$ cat src/rtl/btn_debounce_multi.sv
// N-channel button debouncer: per-channel 2-flop sync, stability counter,
// press/release pulses and optional auto-repeat.
module btn_debounce_multi #(
  parameter int N             = 5,
  parameter int DB_CYCLES     = 1000000,
  parameter int REPEAT_EN     = 0,
  parameter int REPEAT_DLY    = 25000000,
  parameter int REPEAT_PERIOD = 5000000
) (
  input  logic         clk,
  input  logic         rst,
  input  logic [N-1:0] btn_in,
  output logic [N-1:0] level,
  output logic [N-1:0] press,
  output logic [N-1:0] rel,
  output logic [N-1:0] rpt
);

  localparam int CW   = $clog2(DB_CYCLES + 1);
  localparam int RMAX = (REPEAT_DLY > REPEAT_PERIOD) ?
                        REPEAT_DLY : REPEAT_PERIOD;
  localparam int RW   = $clog2(RMAX + 1);

  typedef enum logic [1:0] {
    IDLE   = 2'd0,
    ARMED  = 2'd1,
    REPEAT = 2'd2
  } rpt_st_e;

  logic [N-1:0]  meta_q, meta_d;
  logic [N-1:0]  sync_q, sync_d;
  logic [N-1:0]  lvl_q, lvl_d;
  logic [N-1:0]  press_q, press_d;
  logic [N-1:0]  rel_q, rel_d;
  logic [N-1:0]  rpt_q, rpt_d;
  logic [N-1:0]  acc;
  logic [CW-1:0] cnt_q [N];
  logic [CW-1:0] cnt_d [N];
  logic [RW-1:0] rcnt_q [N];
  logic [RW-1:0] rcnt_d [N];
  rpt_st_e       st_q [N];
  rpt_st_e       st_d [N];

  always_comb begin
    meta_d  = btn_in;
    sync_d  = meta_q;
    lvl_d   = lvl_q;
    press_d = '0;
    rel_d   = '0;
    rpt_d   = '0;
    acc     = '0;
    for (int i = 0; i < N; i++) begin
      cnt_d[i]  = cnt_q[i];
      rcnt_d[i] = rcnt_q[i];
      st_d[i]   = st_q[i];
      if (sync_q[i] == lvl_q[i]) begin
        cnt_d[i] = '0;
      end else if (cnt_q[i] == CW'(DB_CYCLES - 1)) begin
        cnt_d[i]   = '0;
        lvl_d[i]   = sync_q[i];
        acc[i]     = 1'b1;
        press_d[i] = sync_q[i];
        rel_d[i]   = ~sync_q[i];
      end else begin
        cnt_d[i] = cnt_q[i] + 1'b1;
      end
      // An accepted release always wins over a coincident repeat tick.
      if (REPEAT_EN != 0) begin
        unique case (st_q[i])
          IDLE: begin
            if (acc[i] && sync_q[i]) begin
              st_d[i]   = ARMED;
              rcnt_d[i] = '0;
            end
          end
          ARMED: begin
            if (acc[i]) begin
              st_d[i]   = IDLE;
              rcnt_d[i] = '0;
            end else if (rcnt_q[i] == RW'(REPEAT_DLY - 1)) begin
              st_d[i]    = REPEAT;
              rcnt_d[i]  = '0;
              press_d[i] = 1'b1;
              rpt_d[i]   = 1'b1;
            end else begin
              rcnt_d[i] = rcnt_q[i] + 1'b1;
            end
          end
          REPEAT: begin
            if (acc[i]) begin
              st_d[i]   = IDLE;
              rcnt_d[i] = '0;
            end else if (rcnt_q[i] == RW'(REPEAT_PERIOD - 1)) begin
              rcnt_d[i]  = '0;
              press_d[i] = 1'b1;
              rpt_d[i]   = 1'b1;
            end else begin
              rcnt_d[i] = rcnt_q[i] + 1'b1;
            end
          end
          default: begin
            st_d[i]   = IDLE;
            rcnt_d[i] = '0;
          end
        endcase
      end
    end
  end

  always_ff @(posedge clk or posedge rst) begin
    if (rst) begin
      meta_q  <= '0;
      sync_q  <= '0;
      lvl_q   <= '0;
      press_q <= '0;
      rel_q   <= '0;
      rpt_q   <= '0;
      for (int i = 0; i < N; i++) begin
        cnt_q[i]  <= '0;
        rcnt_q[i] <= '0;
        st_q[i]   <= IDLE;
      end
    end else begin
      meta_q  <= meta_d;
      sync_q  <= sync_d;
      lvl_q   <= lvl_d;
      press_q <= press_d;
      rel_q   <= rel_d;
      rpt_q   <= rpt_d;
      for (int i = 0; i < N; i++) begin
        cnt_q[i]  <= cnt_d[i];
        rcnt_q[i] <= rcnt_d[i];
        st_q[i]   <= st_d[i];
      end
    end
  end

  assign level = lvl_q;
  assign press = press_q;
  assign rel   = rel_q;
  assign rpt   = rpt_q;

endmodule

$ cat config.mk
export PLATFORM = sky130hd
export DESIGN_NAME = btn_debounce_multi
export DESIGN_NICKNAME = d
export VERILOG_FILES = /design/src/rtl/btn_debounce_multi.sv
export SDC_FILE = /design/constraint.sdc
export NUM_CORES = 1
export LEC_CHECK = 0
export ABC_AREA = 1
export BUFFER_PORTS_ARGS = -buffer_cell sky130_fd_sc_hd__buf_2
export CAP_MARGIN = 20
export CORE_MARGIN = 2
export CORE_UTILIZATION = 30
export DETAILED_ROUTE_END_ITERATION = 10
export GPL_ROUTABILITY_DRIVEN = 1
export PLACE_DENSITY = 0.48
export SKIP_CTS_REPAIR_TIMING = 1
export SYNTH_ARGS = -nofsm -noshare
export SYNTH_HDL_FRONTEND = slang
export SYNTH_SLANG_ARGS = --single-unit
$ cat constraint.sdc
create_clock -name clk -period 3.8 [get_ports clk]
set_input_delay 0.38 -clock clk [delete_from_list [all_inputs] [get_ports clk]]
set_output_delay 0.38 -clock clk [all_outputs]
set_load 0.03 [all_outputs]
==> metrics.md <==
| Metric | Value |
|---|---|
| Max Buffers Root-to-Sink | 2 |
| Crit Path Max Fanout | 6 |
| Placed Cells | between 1000 and 1500 |
| MaxCap Viol Count | 0 |
| Worst hold path stage count | 1 |
| Final min period | 1.59 ns |
| IO buf count | 21 |
| Row count | 53 |
| Element type at the critical path end | flop |
| Vias/cell | 4.35 |
| DRT iter0 DRCs | 189 |
| Dpl hpwl | slightly below 10 mm |
| Die span in x | roughly 150 µm |
| Fin crit share | 0.418 |
| Setup Crit Path Kind | flop to flop |
| Measured slew at the worst slew-check pin | roughly 0.77 ns |
| Power Dens Cells | between 400 and 500 nW/µm² |
| Clock-pin slew on the worst setup and hold paths | 0.06 ns |
| HP Class | primary input to flop |
| Synth Instances | roughly 810 |
| RR Endpoint | cnt_q[5]$_DFF_PP0_ |
| Core box area | around 21000 µm² |
| # fillers | roughly 2200 |
| Vias in the first global route | a little under 5000 |
| Mapped Area | approximately 6500 µm² |
| Unrepaired setup endpoints after global routing | no |
| Ys flop type | dfrtp_1 |
| Gr usage total | 0.129 |
| Nets | between 800 and 900 |
| Number of antenna violations at the first check in global routing | 1 |
| CTS tree | yes |
| DR WL/cell | 11.7 µm |
| Initial Util | 0.308 |
| Height of the die | roughly 150 µm |
| LEAKAGE | ~3.2 nW |
| Io pins | 27 |
| Multi-input gate area | 3040 µm² |
| Async SR Flop Fraction | 1.00 |
| ANT nets after route | 0 |
| Final setup violation count | 0 |
| Yosys reg bits | approximately 130 |
| Max-slew violation count | 0 |
| Worst Path Arrival | 1.93 ns |
| DRT Pass-1 Iters | 4 |
| Rel. slew slack | 0.485 |
| Layout cells sized above 1 | 0.133 |
| Final std cells w/o fill | about 1100 |
| Fin Setup TNS | 0 ns |
| Hold EP | meta_q[0]$_DFF_PP0_ |
| Final Hold Fails | 0 |
| Worst R2R Start | cnt_q[0]$_DFF_PP0_ |
| GP Congestion | 0.821 |
| Startpoint types | flop |
| Die area | ~23000 µm² |
| Fmax | between 600 and 700 MHz |
| Synthesis Warnings | 0 |
| Post-synth EDFFs | 0 |
| R2r setup slk | about 2.2 ns |
| Worst hold start | btn_in[0] |
| Sequential area share after synthesis | 0.480 |
| Worst-Skew Late Latency | approximately 0.42 ns |
| Via Count | 4960 |
| GRT overflow | 0 |
| Area grow syn2layout | 16.5% |
| Commonest cells after routing, fill and taps aside | 215 x nor2_1, 134 x nand2_1, 125 x dfrtp_1 |
| Commonest non-fill, non-tap cell in the layout | nor2_1 |
| Number of CTS-inserted buffers | 17 |
| Status | completed |
| DR DRC count | 0 |
| Routed wire length | 13.4 mm |
| Worst reg-to-reg path cell count | 8 |
| Worst EP required | roughly 4.1 ns |
| Mapped Avg Cell Area | ~8.0 µm² |
| Largest net degree at the start of global routing | between 80 and 90 |
| Clock root buffer | clkbuf_16 |
| First-pass GRT wire length | roughly 23 mm |
| Worst Skew | ~0.0095 ns |
| FF+latch area | roughly 3100 µm² |
| Peak supply drop | between 0.0002 and 0.00025 V |
| CTS sink count | about 130 |
| Post-synth cell types | 32 |
| H-Tree Depth | 4 |
per-stage QoR:
step / hold WS (ns) / power (W) / worst slack, ns / instance area, µm² / util
floorplan: 0.331 / 0.00146 / 0.0924 / 6530 / -
global placement: 0.336 / 0.00148 / 2.20 / 6950 / 0.329
detailed placement: 0.336 / 0.00148 / 2.20 / 6950 / 0.329
global route: 0.0423 / 0.00334 / 2.08 / 7580 / 0.359
finish: 0.0688 / 0.00319 / 2.21 / 7590 / 0.359
CTS: 0.0482 / 0.00325 / 2.19 / 7580 / 0.359
cell type report:
type                    count  share of cell area
clock inverters            12              0.0246
diodes                      1            0.000330
flip-flops and latches    125               0.412
inverters                  84              0.0422
repair buffers             23              0.0158
well taps                 275              0.0453
multi-input cells         601               0.401
clock buffers              20              0.0589
where the power goes:
part / switching (W) / internal, W / leakage, nW / total [W]
clock network: 0.000613 / 0.00112 / 0.297 / 0.00174
logic: 0.0000703 / 0.0000221 / 1.22 / 0.0000924
registers: 0.0000135 / 0.00135 / 1.71 / 0.00136
cell families after synthesis:
group,after synthesis,share of synthesized area
AO/OA/AOI/OAI,27,0.0238
XOR/XNOR,52,0.0700
adder cells (fa/ha/maj),5,0.00961
buffers and inverters,90,0.0550
flip-flops,125,0.480
other,1,0.000576
AND/OR/NAND/NOR,512,0.361
worst max-delay path, cell delays in order (launching register included):
cell,delay (ns)
dfrtp_1,0.39
ha_1,0.21
nand2_1,0.12
nor2_4,0.06
nand2_2,0.10
nor2_1,0.07
a21oi_2,0.33
inv_2,0.13
nor2_1,0.11
state kept, by name, indices dropped and copies added, names as in the netlist:
signal  count
cnt_q     100
level       5
meta_q      5
press       5
rel         5
sync_q      5
worst max path at each step:
| stage | cells past startpoint | end | from | slack, ns |
|---|---|---|---|---|
| final | 8 | cnt_q[5]$_DFF_PP0_ | cnt_q[0]$_DFF_PP0_ | 2.21 |
| after global routing | 8 | cnt_q[9]$_DFF_PP0_ | cnt_q[0]$_DFF_PP0_ | 2.08 |
| after CTS | 8 | cnt_q[0]$_DFF_PP0_ | cnt_q[0]$_DFF_PP0_ | 2.19 |
| after detailed placement | 8 | cnt_q[5]$_DFF_PP0_ | cnt_q[0]$_DFF_PP0_ | 2.20 |
| after global placement | 8 | cnt_q[3]$_DFF_PP0_ | cnt_q[0]$_DFF_PP0_ | 2.20 |
| after floorplan | 1 | cnt_q[0]$_DFF_PP0_ | rst | 0.09 |
Yosys cell counts (all sizes together), types with 4 or more instances:
| cell | number | share of area |
|---|---|---|
| nand2 | 150 | 0.093 |
| a21oi | 12 | 0.0098 |
| ha | 5 | 0.0096 |
| nand4 | 11 | 0.011 |
| buf | 6 | 0.0065 |
| inv | 84 | 0.048 |
| o21ai | 8 | 0.0062 |
| nor3b | 5 | 0.0073 |
| dfrtp | 125 | 0.48 |
| nand3 | 72 | 0.063 |
| xnor2 | 22 | 0.030 |
| nor3 | 19 | 0.015 |
| nor2 | 248 | 0.16 |
| nand3b | 4 | 0.0046 |
| xor2 | 30 | 0.040 |
metal layers:
layer  global-route usage  routed length [µm]  part of all wire
met4               0.0463                 153             0.011
met2                0.208                6260              0.47
met5                    0                   0                 0
met1                0.169                6550              0.49
met3               0.0325                 440             0.033
No activity file was read; power rests on OpenSTA's default activity.
